--- config.mk ---
export PLATFORM = sky130hd
export DESIGN_NAME = raster_pixel_writeback_flat
export DESIGN_NICKNAME = d
export VERILOG_FILES = /design/src/rtl/raster_pixel_writeback_if.sv /design/src/rtl/raster_pixel_writeback.sv /design/src/flat_wrapper.sv
export SDC_FILE = /design/constraint.sdc
export NUM_CORES = 1
export LEC_CHECK = 0
export CORE_AREA = 2 2 188 190
export DETAILED_ROUTE_END_ITERATION = 10
export DIE_AREA = 0 0 190 192
export PLACE_DENSITY = 0.93
export SLEW_MARGIN = 10
export SYNTH_ARGS = -nofsm -noshare
export SYNTH_HDL_FRONTEND = slang
export SYNTH_SLANG_ARGS = --single-unit
--- constraint.sdc ---
create_clock -name clock -period 7 [get_ports clock]
set_input_delay 1.75 -clock clock [delete_from_list [all_inputs] [get_ports clock]]
set_output_delay 1.75 -clock clock [all_outputs]
set_load 0.01 [all_outputs]
--- src/rtl/raster_pixel_writeback_if.sv ---
// Avalon-MM master bus between the pixel write-back stage and the SDRAM controller.
interface raster_pixel_writeback_if;
    logic [25:0] master_address;
    logic        master_read;
    logic        master_write;
    logic [3:0]  master_byteenable;
    logic [31:0] master_writedata;
    logic [31:0] master_readdata;
    logic        master_readdatavalid;
    logic        master_waitrequest;

    modport master (
        output master_address, master_read, master_write, master_byteenable, master_writedata,
        input  master_readdata, master_readdatavalid, master_waitrequest
    );

    modport slave (
        input  master_address, master_read, master_write, master_byteenable, master_writedata,
        output master_readdata, master_readdatavalid, master_waitrequest
    );
endinterface

--- src/rtl/raster_pixel_writeback.sv ---
// Rasterizer back-end: per-lane pixel FIFOs, round-robin merge, optional z-test, depth/colour write-back.
// Optional feature macro: RASTER_WB_DEPTH_TEST_EN (depth read, compare and depth write).
module raster_pixel_writeback #(
    parameter int NCH        = 2,
    parameter int FIFO_DEPTH = 4,
    parameter int OFFW       = 19
) (
    input  logic                clock,
    input  logic                reset,
    input  logic [25:0]         frame_buffer_base,
    input  logic [25:0]         depth_buffer_base,
    input  logic [NCH-1:0]      pix_valid,
    output logic [NCH-1:0]      pix_ready,
    input  logic [NCH*OFFW-1:0] pix_offset,
    input  logic [NCH*24-1:0]   pix_color,
    input  logic [NCH*32-1:0]   pix_depth,
    raster_pixel_writeback_if.master bus,
    output logic                busy,
    output logic [31:0]         pix_written,
    output logic [31:0]         pix_rejected
);
    localparam int PW   = (NCH > 1) ? $clog2(NCH) : 1;
    localparam int PTRW = (FIFO_DEPTH > 1) ? $clog2(FIFO_DEPTH) : 1;
    localparam int CNTW = $clog2(FIFO_DEPTH) + 1;

    typedef enum logic [2:0] {IDLE, RD_REQ, RD_WAIT, WR_DEPTH, WR_COLOR} state_t;

    state_t         state_q;
    logic [PW-1:0]  rr_q, rr_d, grant_idx, cand;
    logic           grant_valid;
    logic [NCH-1:0] empty, full, push, pop;

    logic [PTRW-1:0] wr_ptr_q [NCH];
    logic [PTRW-1:0] rd_ptr_q [NCH];
    logic [CNTW-1:0] count_q  [NCH];
    logic [OFFW-1:0] off_mem  [NCH][FIFO_DEPTH];
    logic [23:0]     col_mem  [NCH][FIFO_DEPTH];

    logic [25:0] address_q;
    logic [31:0] wdata_q;
    logic        write_q;
    logic [31:0] written_q;
    logic [OFFW-1:0] g_off;
    logic [23:0]     g_color;

    function automatic logic [25:0] word_addr(input logic [25:0] base, input logic [OFFW-1:0] off);
        logic [OFFW+1:0] byte_off;
        byte_off = {off, 2'b00};
        return base + 26'(byte_off);
    endfunction

    function automatic logic [PTRW-1:0] ptr_inc(input logic [PTRW-1:0] p);
        return (p == PTRW'(FIFO_DEPTH - 1)) ? '0 : p + PTRW'(1);
    endfunction

    always_comb begin
        for (int i = 0; i < NCH; i++) begin
            empty[i] = (count_q[i] == '0);
            full[i]  = (count_q[i] == CNTW'(FIFO_DEPTH));
        end
    end

    assign pix_ready = ~full;
    assign push      = pix_valid & ~full;

    always_ff @(posedge clock) begin
        if (!reset) begin
            for (int i = 0; i < NCH; i++) begin
                wr_ptr_q[i] <= '0;
                rd_ptr_q[i] <= '0;
                count_q[i]  <= '0;
            end
        end else begin
            for (int i = 0; i < NCH; i++) begin
                if (push[i]) wr_ptr_q[i] <= ptr_inc(wr_ptr_q[i]);
                if (pop[i])  rd_ptr_q[i] <= ptr_inc(rd_ptr_q[i]);
                case ({push[i], pop[i]})
                    2'b10:   count_q[i] <= count_q[i] + CNTW'(1);
                    2'b01:   count_q[i] <= count_q[i] - CNTW'(1);
                    default: count_q[i] <= count_q[i];
                endcase
            end
        end
    end

    always_ff @(posedge clock) begin
        for (int i = 0; i < NCH; i++) begin
            if (push[i]) begin
                off_mem[i][wr_ptr_q[i]] <= pix_offset[i*OFFW +: OFFW];
                col_mem[i][wr_ptr_q[i]] <= pix_color[i*24 +: 24];
            end
        end
    end

    // Scan lanes starting at the round-robin pointer; the first non-empty one wins.
    always_comb begin
        grant_valid = 1'b0;
        grant_idx   = '0;
        cand        = rr_q;
        for (int i = 0; i < NCH; i++) begin
            if (!grant_valid && !empty[cand]) begin
                grant_valid = 1'b1;
                grant_idx   = cand;
            end
            cand = (cand == PW'(NCH - 1)) ? '0 : cand + PW'(1);
        end
    end

    always_comb begin
        pop = '0;
        if (state_q == IDLE && grant_valid) pop[grant_idx] = 1'b1;
    end

    assign rr_d    = (grant_idx == PW'(NCH - 1)) ? '0 : grant_idx + PW'(1);
    assign g_off   = off_mem[grant_idx][rd_ptr_q[grant_idx]];
    assign g_color = col_mem[grant_idx][rd_ptr_q[grant_idx]];
    assign busy    = (~&empty) || (state_q != IDLE);

    assign bus.master_address    = address_q;
    assign bus.master_write      = write_q;
    assign bus.master_byteenable = 4'b1111;
    assign bus.master_writedata  = wdata_q;
    assign pix_written           = written_q;

`ifdef RASTER_WB_DEPTH_TEST_EN
    logic [31:0]     depth_mem [NCH][FIFO_DEPTH];
    logic [OFFW-1:0] off_q;
    logic [23:0]     color_q;
    logic [31:0]     depth_q;
    logic            read_q;
    logic [31:0]     rejected_q;

    always_ff @(posedge clock) begin
        for (int i = 0; i < NCH; i++) begin
            if (push[i]) depth_mem[i][wr_ptr_q[i]] <= pix_depth[i*32 +: 32];
        end
    end

    assign bus.master_read = read_q;
    assign pix_rejected    = rejected_q;

    // Outputs are registered alongside the state so the bus stays stable while stalled.
    always_ff @(posedge clock) begin
        if (!reset) begin
            state_q    <= IDLE;
            rr_q       <= '0;
            read_q     <= 1'b0;
            write_q    <= 1'b0;
            address_q  <= '0;
            wdata_q    <= '0;
            written_q  <= '0;
            rejected_q <= '0;
            off_q      <= '0;
            color_q    <= '0;
            depth_q    <= '0;
        end else begin
            case (state_q)
                IDLE: begin
                    if (grant_valid) begin
                        rr_q      <= rr_d;
                        off_q     <= g_off;
                        color_q   <= g_color;
                        depth_q   <= depth_mem[grant_idx][rd_ptr_q[grant_idx]];
                        address_q <= word_addr(depth_buffer_base, g_off);
                        read_q    <= 1'b1;
                        state_q   <= RD_REQ;
                    end
                end
                RD_REQ: begin
                    if (!bus.master_waitrequest) begin
                        read_q  <= 1'b0;
                        state_q <= RD_WAIT;
                    end
                end
                RD_WAIT: begin
                    // Ties count as occluded: only strictly nearer pixels are written.
                    if (bus.master_readdatavalid) begin
                        if (depth_q < bus.master_readdata) begin
                            write_q <= 1'b1;
                            wdata_q <= depth_q;
                            state_q <= WR_DEPTH;
                        end else begin
                            rejected_q <= rejected_q + 32'd1;
                            state_q    <= IDLE;
                        end
                    end
                end
                WR_DEPTH: begin
                    if (!bus.master_waitrequest) begin
                        address_q <= word_addr(frame_buffer_base, off_q);
                        wdata_q   <= {8'h00, color_q};
                        state_q   <= WR_COLOR;
                    end
                end
                WR_COLOR: begin
                    if (!bus.master_waitrequest) begin
                        write_q   <= 1'b0;
                        written_q <= written_q + 32'd1;
                        state_q   <= IDLE;
                    end
                end
                default: state_q <= IDLE;
            endcase
        end
    end
`else
    logic unused_ok;
    assign unused_ok = ^{depth_buffer_base, pix_depth, bus.master_readdata, bus.master_readdatavalid};

    assign bus.master_read = 1'b0;
    assign pix_rejected    = 32'd0;

    // Without the z-test every granted pixel goes straight to its colour write.
    always_ff @(posedge clock) begin
        if (!reset) begin
            state_q   <= IDLE;
            rr_q      <= '0;
            write_q   <= 1'b0;
            address_q <= '0;
            wdata_q   <= '0;
            written_q <= '0;
        end else begin
            case (state_q)
                IDLE: begin
                    if (grant_valid) begin
                        rr_q      <= rr_d;
                        address_q <= word_addr(frame_buffer_base, g_off);
                        wdata_q   <= {8'h00, g_color};
                        write_q   <= 1'b1;
                        state_q   <= WR_COLOR;
                    end
                end
                WR_COLOR: begin
                    if (!bus.master_waitrequest) begin
                        write_q   <= 1'b0;
                        written_q <= written_q + 32'd1;
                        state_q   <= IDLE;
                    end
                end
                default: state_q <= IDLE;
            endcase
        end
    end
`endif
endmodule

--- src/flat_wrapper.sv ---
// flat-port wrapper written by rule: the top's interface ports become plain ports
module raster_pixel_writeback_flat 
#(
    parameter int NCH        = 2,
    parameter int FIFO_DEPTH = 4,
    parameter int OFFW       = 19
)
  (clock, reset, frame_buffer_base, depth_buffer_base, pix_valid, pix_ready, pix_offset, pix_color, pix_depth, busy, pix_written, pix_rejected, bus_master_address, bus_master_read, bus_master_write, bus_master_byteenable, bus_master_writedata, bus_master_readdata, bus_master_readdatavalid, bus_master_waitrequest);
  raster_pixel_writeback_if bus_i ();
  input  logic clock;
  input  logic reset;
  input  logic [25:0] frame_buffer_base;
  input  logic [25:0] depth_buffer_base;
  input  logic [NCH-1:0] pix_valid;
  output logic [NCH-1:0] pix_ready;
  input  logic [NCH*OFFW-1:0] pix_offset;
  input  logic [NCH*24-1:0] pix_color;
  input  logic [NCH*32-1:0] pix_depth;
  output logic busy;
  output logic [31:0] pix_written;
  output logic [31:0] pix_rejected;
  output wire logic [$bits(bus_i.master_address)-1:0] bus_master_address;
  output wire logic [$bits(bus_i.master_read)-1:0] bus_master_read;
  output wire logic [$bits(bus_i.master_write)-1:0] bus_master_write;
  output wire logic [$bits(bus_i.master_byteenable)-1:0] bus_master_byteenable;
  output wire logic [$bits(bus_i.master_writedata)-1:0] bus_master_writedata;
  input wire logic [$bits(bus_i.master_readdata)-1:0] bus_master_readdata;
  input wire logic [$bits(bus_i.master_readdatavalid)-1:0] bus_master_readdatavalid;
  input wire logic [$bits(bus_i.master_waitrequest)-1:0] bus_master_waitrequest;
  assign bus_master_address = bus_i.master_address;
  assign bus_master_read = bus_i.master_read;
  assign bus_master_write = bus_i.master_write;
  assign bus_master_byteenable = bus_i.master_byteenable;
  assign bus_master_writedata = bus_i.master_writedata;
  assign bus_i.master_readdata = bus_master_readdata;
  assign bus_i.master_readdatavalid = bus_master_readdatavalid;
  assign bus_i.master_waitrequest = bus_master_waitrequest;
  raster_pixel_writeback #(.NCH(NCH), .FIFO_DEPTH(FIFO_DEPTH), .OFFW(OFFW)) u_core (.clock(clock), .reset(reset), .frame_buffer_base(frame_buffer_base), .depth_buffer_base(depth_buffer_base), .pix_valid(pix_valid), .pix_ready(pix_ready), .pix_offset(pix_offset), .pix_color(pix_color), .pix_depth(pix_depth), .bus(bus_i), .busy(busy), .pix_written(pix_written), .pix_rejected(pix_rejected));
endmodule
==> impl_metrics.tcl <==
set metrics [dict create \
    finalClockSkew_ns 0.0220 \
    power_leakage_nw 7.91 \
    power_frac_clock 0.243 \
    grt_overflow 0 \
    synth_top_family_by_area "simple AND/OR/NAND/NOR gates" \
    ys.flop_type "edfxtp_1" \
    path_clk_slew_ns 0.06 \
    grt_max_degree 76 \
    slowest_delay_ns 0.76 \
    track_usage 0.247 \
    tightest_slew_ns 0.907 \
    max_slew_margin 0.395 \
    pwr-share-seq 0.368 \
    ys_ff_latch 442 \
    setup_viol 0 \
    p_sw_w 0.00334 \
    root_buffer "clkbuf_16" \
    die_h_um 192 \
    drc 0 \
    synth.most_common_cell "edfxtp_1" \
    synth.avg_cell_area_um2 13.6 \
    met3_usage 0.0497 \
    status "finished clean" \
    synth_cell_type_count 70 \
    multi_input_comb_area_um2 5970 \
    synthArstFlopShare 0 \
    fill_cells 2304 \
    synth_edf_count 358 \
    busiest_layer "met2" \
    io_buffers 202 \
    netlist.area_leader.share 0.567 \
    cap_violations 0 \
    power.total_w 0.00942 \
    met2_usage 0.425 \
    grt_pass1_wl_um 68400 \
    crit_path_top_delay_cell "mux2i_4" \
    wire_per_inst_um 21.7 \
    met1_usage 0.310 \
    yosys.area_share.simple 0.0909 \
    vdd_drop_max_mv 0.273 \
    synth_xor_area_frac 0.0194 \
    synth.area.top_cells "edfxtp_1 (57%), dfxtp_1 (8.9%), mux2i_1 (5.0%)" \
    critPathMaxFanout 19 \
    p_sw_frac 0.354 \
    dieArea_um2 36500 \
    rows 68 \
    detail_route.vias_per_cell 5.88 \
    worstPathArrival_ns 5.52 \
    hp-class "flip-flop to flip-flop" \
    core_um2 34300 \
    critPathKind "flip-flop to flip-flop" \
    powerDensity_nw_per_um2 416 \
    pwr-share-comb 0.389 \
    ant_nets 0 \
    fin_setup_tns_ns 0 \
    min_period_ns 5.06 \
    nets 1870 \
    netlist_area_um2 19000 \
    synthAdderAreaFrac 0.0272 \
    fmax_mhz 197 \
    yosysWarningCount 0 \
    critical_path.cell_chain "inv_1 > ha_1 > nor2b_2 > o21bai_4 > mux2i_4 > mux2_2 > a21oi_1 > o21ai_0 > ha_1 > inv_1 > fa_1 > and2b_1 > o21bai_1 > a211o_1 > o211a_1 > a311oi_2 > xnor2_1 > a211oi_2" \
    io_pins 371 \
    cp.required_ns 7.45 \
    die_x_um 190 \
    synth_compound_area_frac 0.0800 \
    cts.sinks 442 \
    cts_buffer_depth 3 \
    h-tree-depth 2 \
    internal_power_w 0.00608 \
    drive_above_1_share 0.0930 \
    dr.pass1.iters 7 \
    initial_core_util 0.553 \
    dr.first_iter.drc_count 1046 \
    syn_to_final_growth_pct 19.5 \
    timing.final.crit_share 0.724 \
    hpwl_um 27900 \
    ys_seq_area_frac 0.655 \
    cts_setup_buffers 0 \
    worstSkewPairLatency_ns 0.55 \
    synth.largest_area_cell "edfxtp_1" \
    grt_pass1_vias 12200 \
    cts_resized 0 \
    synthMuxAreaShare 0.0858 \
    start_kind "flip-flop" \
    cts_made_buffers 43 \
    drv_slew 0 \
    place.gp.congestion 0.872 \
    regArea_um2 12400 \
    cts_tree "yes" \
    end_kind "flip-flop" \
    num_vias 12200 \
    routed_wl_um 45300 \
    syn_inst 1395 \
    ctsHoldBuffers 0 \
    rsz0062_at_grt "false" \
    antenna_found_initial 7 \
    synth_commonest_cells "edfxtp_1 (358), nand2_1 (123), nor2_1 (100)" \
    hold_violations 0 \
]
==> metal layers <==
metal | routed length, um | vias to the layer above
met5 | 29 | -
met4 | 1460 | 4
met3 | 3790 | 106
met2 | 22400 | 610
met1 | 17600 | 6006
li1 | - | 5513
==> worst max-delay path: cells and delay by family (launching register included) <==
family / cells / cell delay [ns]
muxes: 2 / 1.06
xor gates and xnor gates: 1 / 0.13
DFF: 1 / 0.41
adders and majority gates: 3 / 0.79
and+or+nand+nor: 2 / 0.60
buffers and inverters: 2 / 0.16
AOI/OAI and AO/OA: 8 / 1.81
==> power groups by stage <==
| stage | sequential [W] | combinational, W | clock [W] |
|---|---|---|---|
| 2_1_floorplan | 0.00352 | 0.00246 | 0 |
| 3_3_place_gp | 0.00349 | 0.00348 | 0 |
| 3_5_place_dp | 0.00351 | 0.00360 | 0 |
| 4_1_cts | 0.00346 | 0.00364 | 0.00232 |
| 5_1_grt | 0.00349 | 0.00399 | 0.00242 |
| 6_report | 0.00346 | 0.00367 | 0.00229 |
==> final timing paths <==
kind	endpoint	cells past startpoint	from	slack, ns
worst max-delay path	u_core.bus.master_address[24]	18	u_core.count_q[1][0]	1.94
worst min-delay path	u_core.bus.master_address[1]	2	u_core.bus.master_address[1]	0.45
worst max register to register	u_core.bus.master_address[24]	18	u_core.count_q[1][0]	1.94
worst min register to register	u_core.bus.master_address[1]	2	u_core.bus.master_address[1]	0.45
==> per-stage QoR <==
| stage | worst slack [ns] | hold slack (ns) | instance area (um2) | util | instances |
|---|---|---|---|---|---|
| 3_5_place_dp | 1.96 | 0.446 | 21200 | 0.620 | 2000 |
| 4_1_cts | 1.91 | 0.455 | 22700 | 0.661 | 2078 |
| 6_report | 1.94 | 0.453 | 22700 | 0.661 | 2082 |
| 5_1_grt | 1.66 | 0.470 | 22700 | 0.661 | 2081 |
| 3_3_place_gp | 2.08 | 0.442 | 21200 | 0.620 | 2000 |
| 2_1_floorplan | 3.10 | 0.476 | 19100 | - | 1438 |
==> placed cells by master (no fill, tap or decap), types with 20 or more instances in the layout <==
master,netlist,layout
a21oi_1,56,56
mux2_2,20,20
inv_1,26,25
buf_4,45,21
edfxtp_1,358,358
ha_1,38,38
conb_1,2,45
nand2_1,123,123
nor2_1,100,99
dfxtp_1,84,84
clkbuf_16,0,43
clkdlybuf4s50_1,0,202
nor2b_1,26,26
o21ai_0,47,47
a311oi_1,25,25
a211oi_1,53,53
xnor2_1,24,24
nor3_1,34,34
mux2i_1,95,94
==> cells by family after synthesis <==
| logic type | Yosys count |
|---|---|
| muxes | 135 |
| adders and majority gates | 40 |
| DFF | 442 |
| AOI/OAI and AO/OA | 227 |
| xor gates and xnor gates | 42 |
| buffers and inverters | 142 |
| and+or+nand+nor | 365 |
| other | 2 |
==> sequential cells by signal, summed over array words and instances, names as in the netlist <==
register,count
u_core.bus.master_address,26
u_core.off_mem,152
u_core.state_q,1
u_core.rd_ptr_q,4
u_core.count_q,6
u_core.rr_q,1
u_core.pix_written,32
u_core.wr_ptr_q,4
u_core.col_mem,192
u_core.bus.master_writedata,24
==> cell type report <==
cell class / count / area share
antenna: 4 / 0.000442
clock buffer: 62 / 0.0529
clock inverter: 16 / 0.00911
inverter: 26 / 0.00431
multi-input combinational: 854 / 0.263
sequential: 442 / 0.549
tap: 455 / 0.0251
timing repair buffer: 223 / 0.0962
Power figures use the tool's default switching activity.
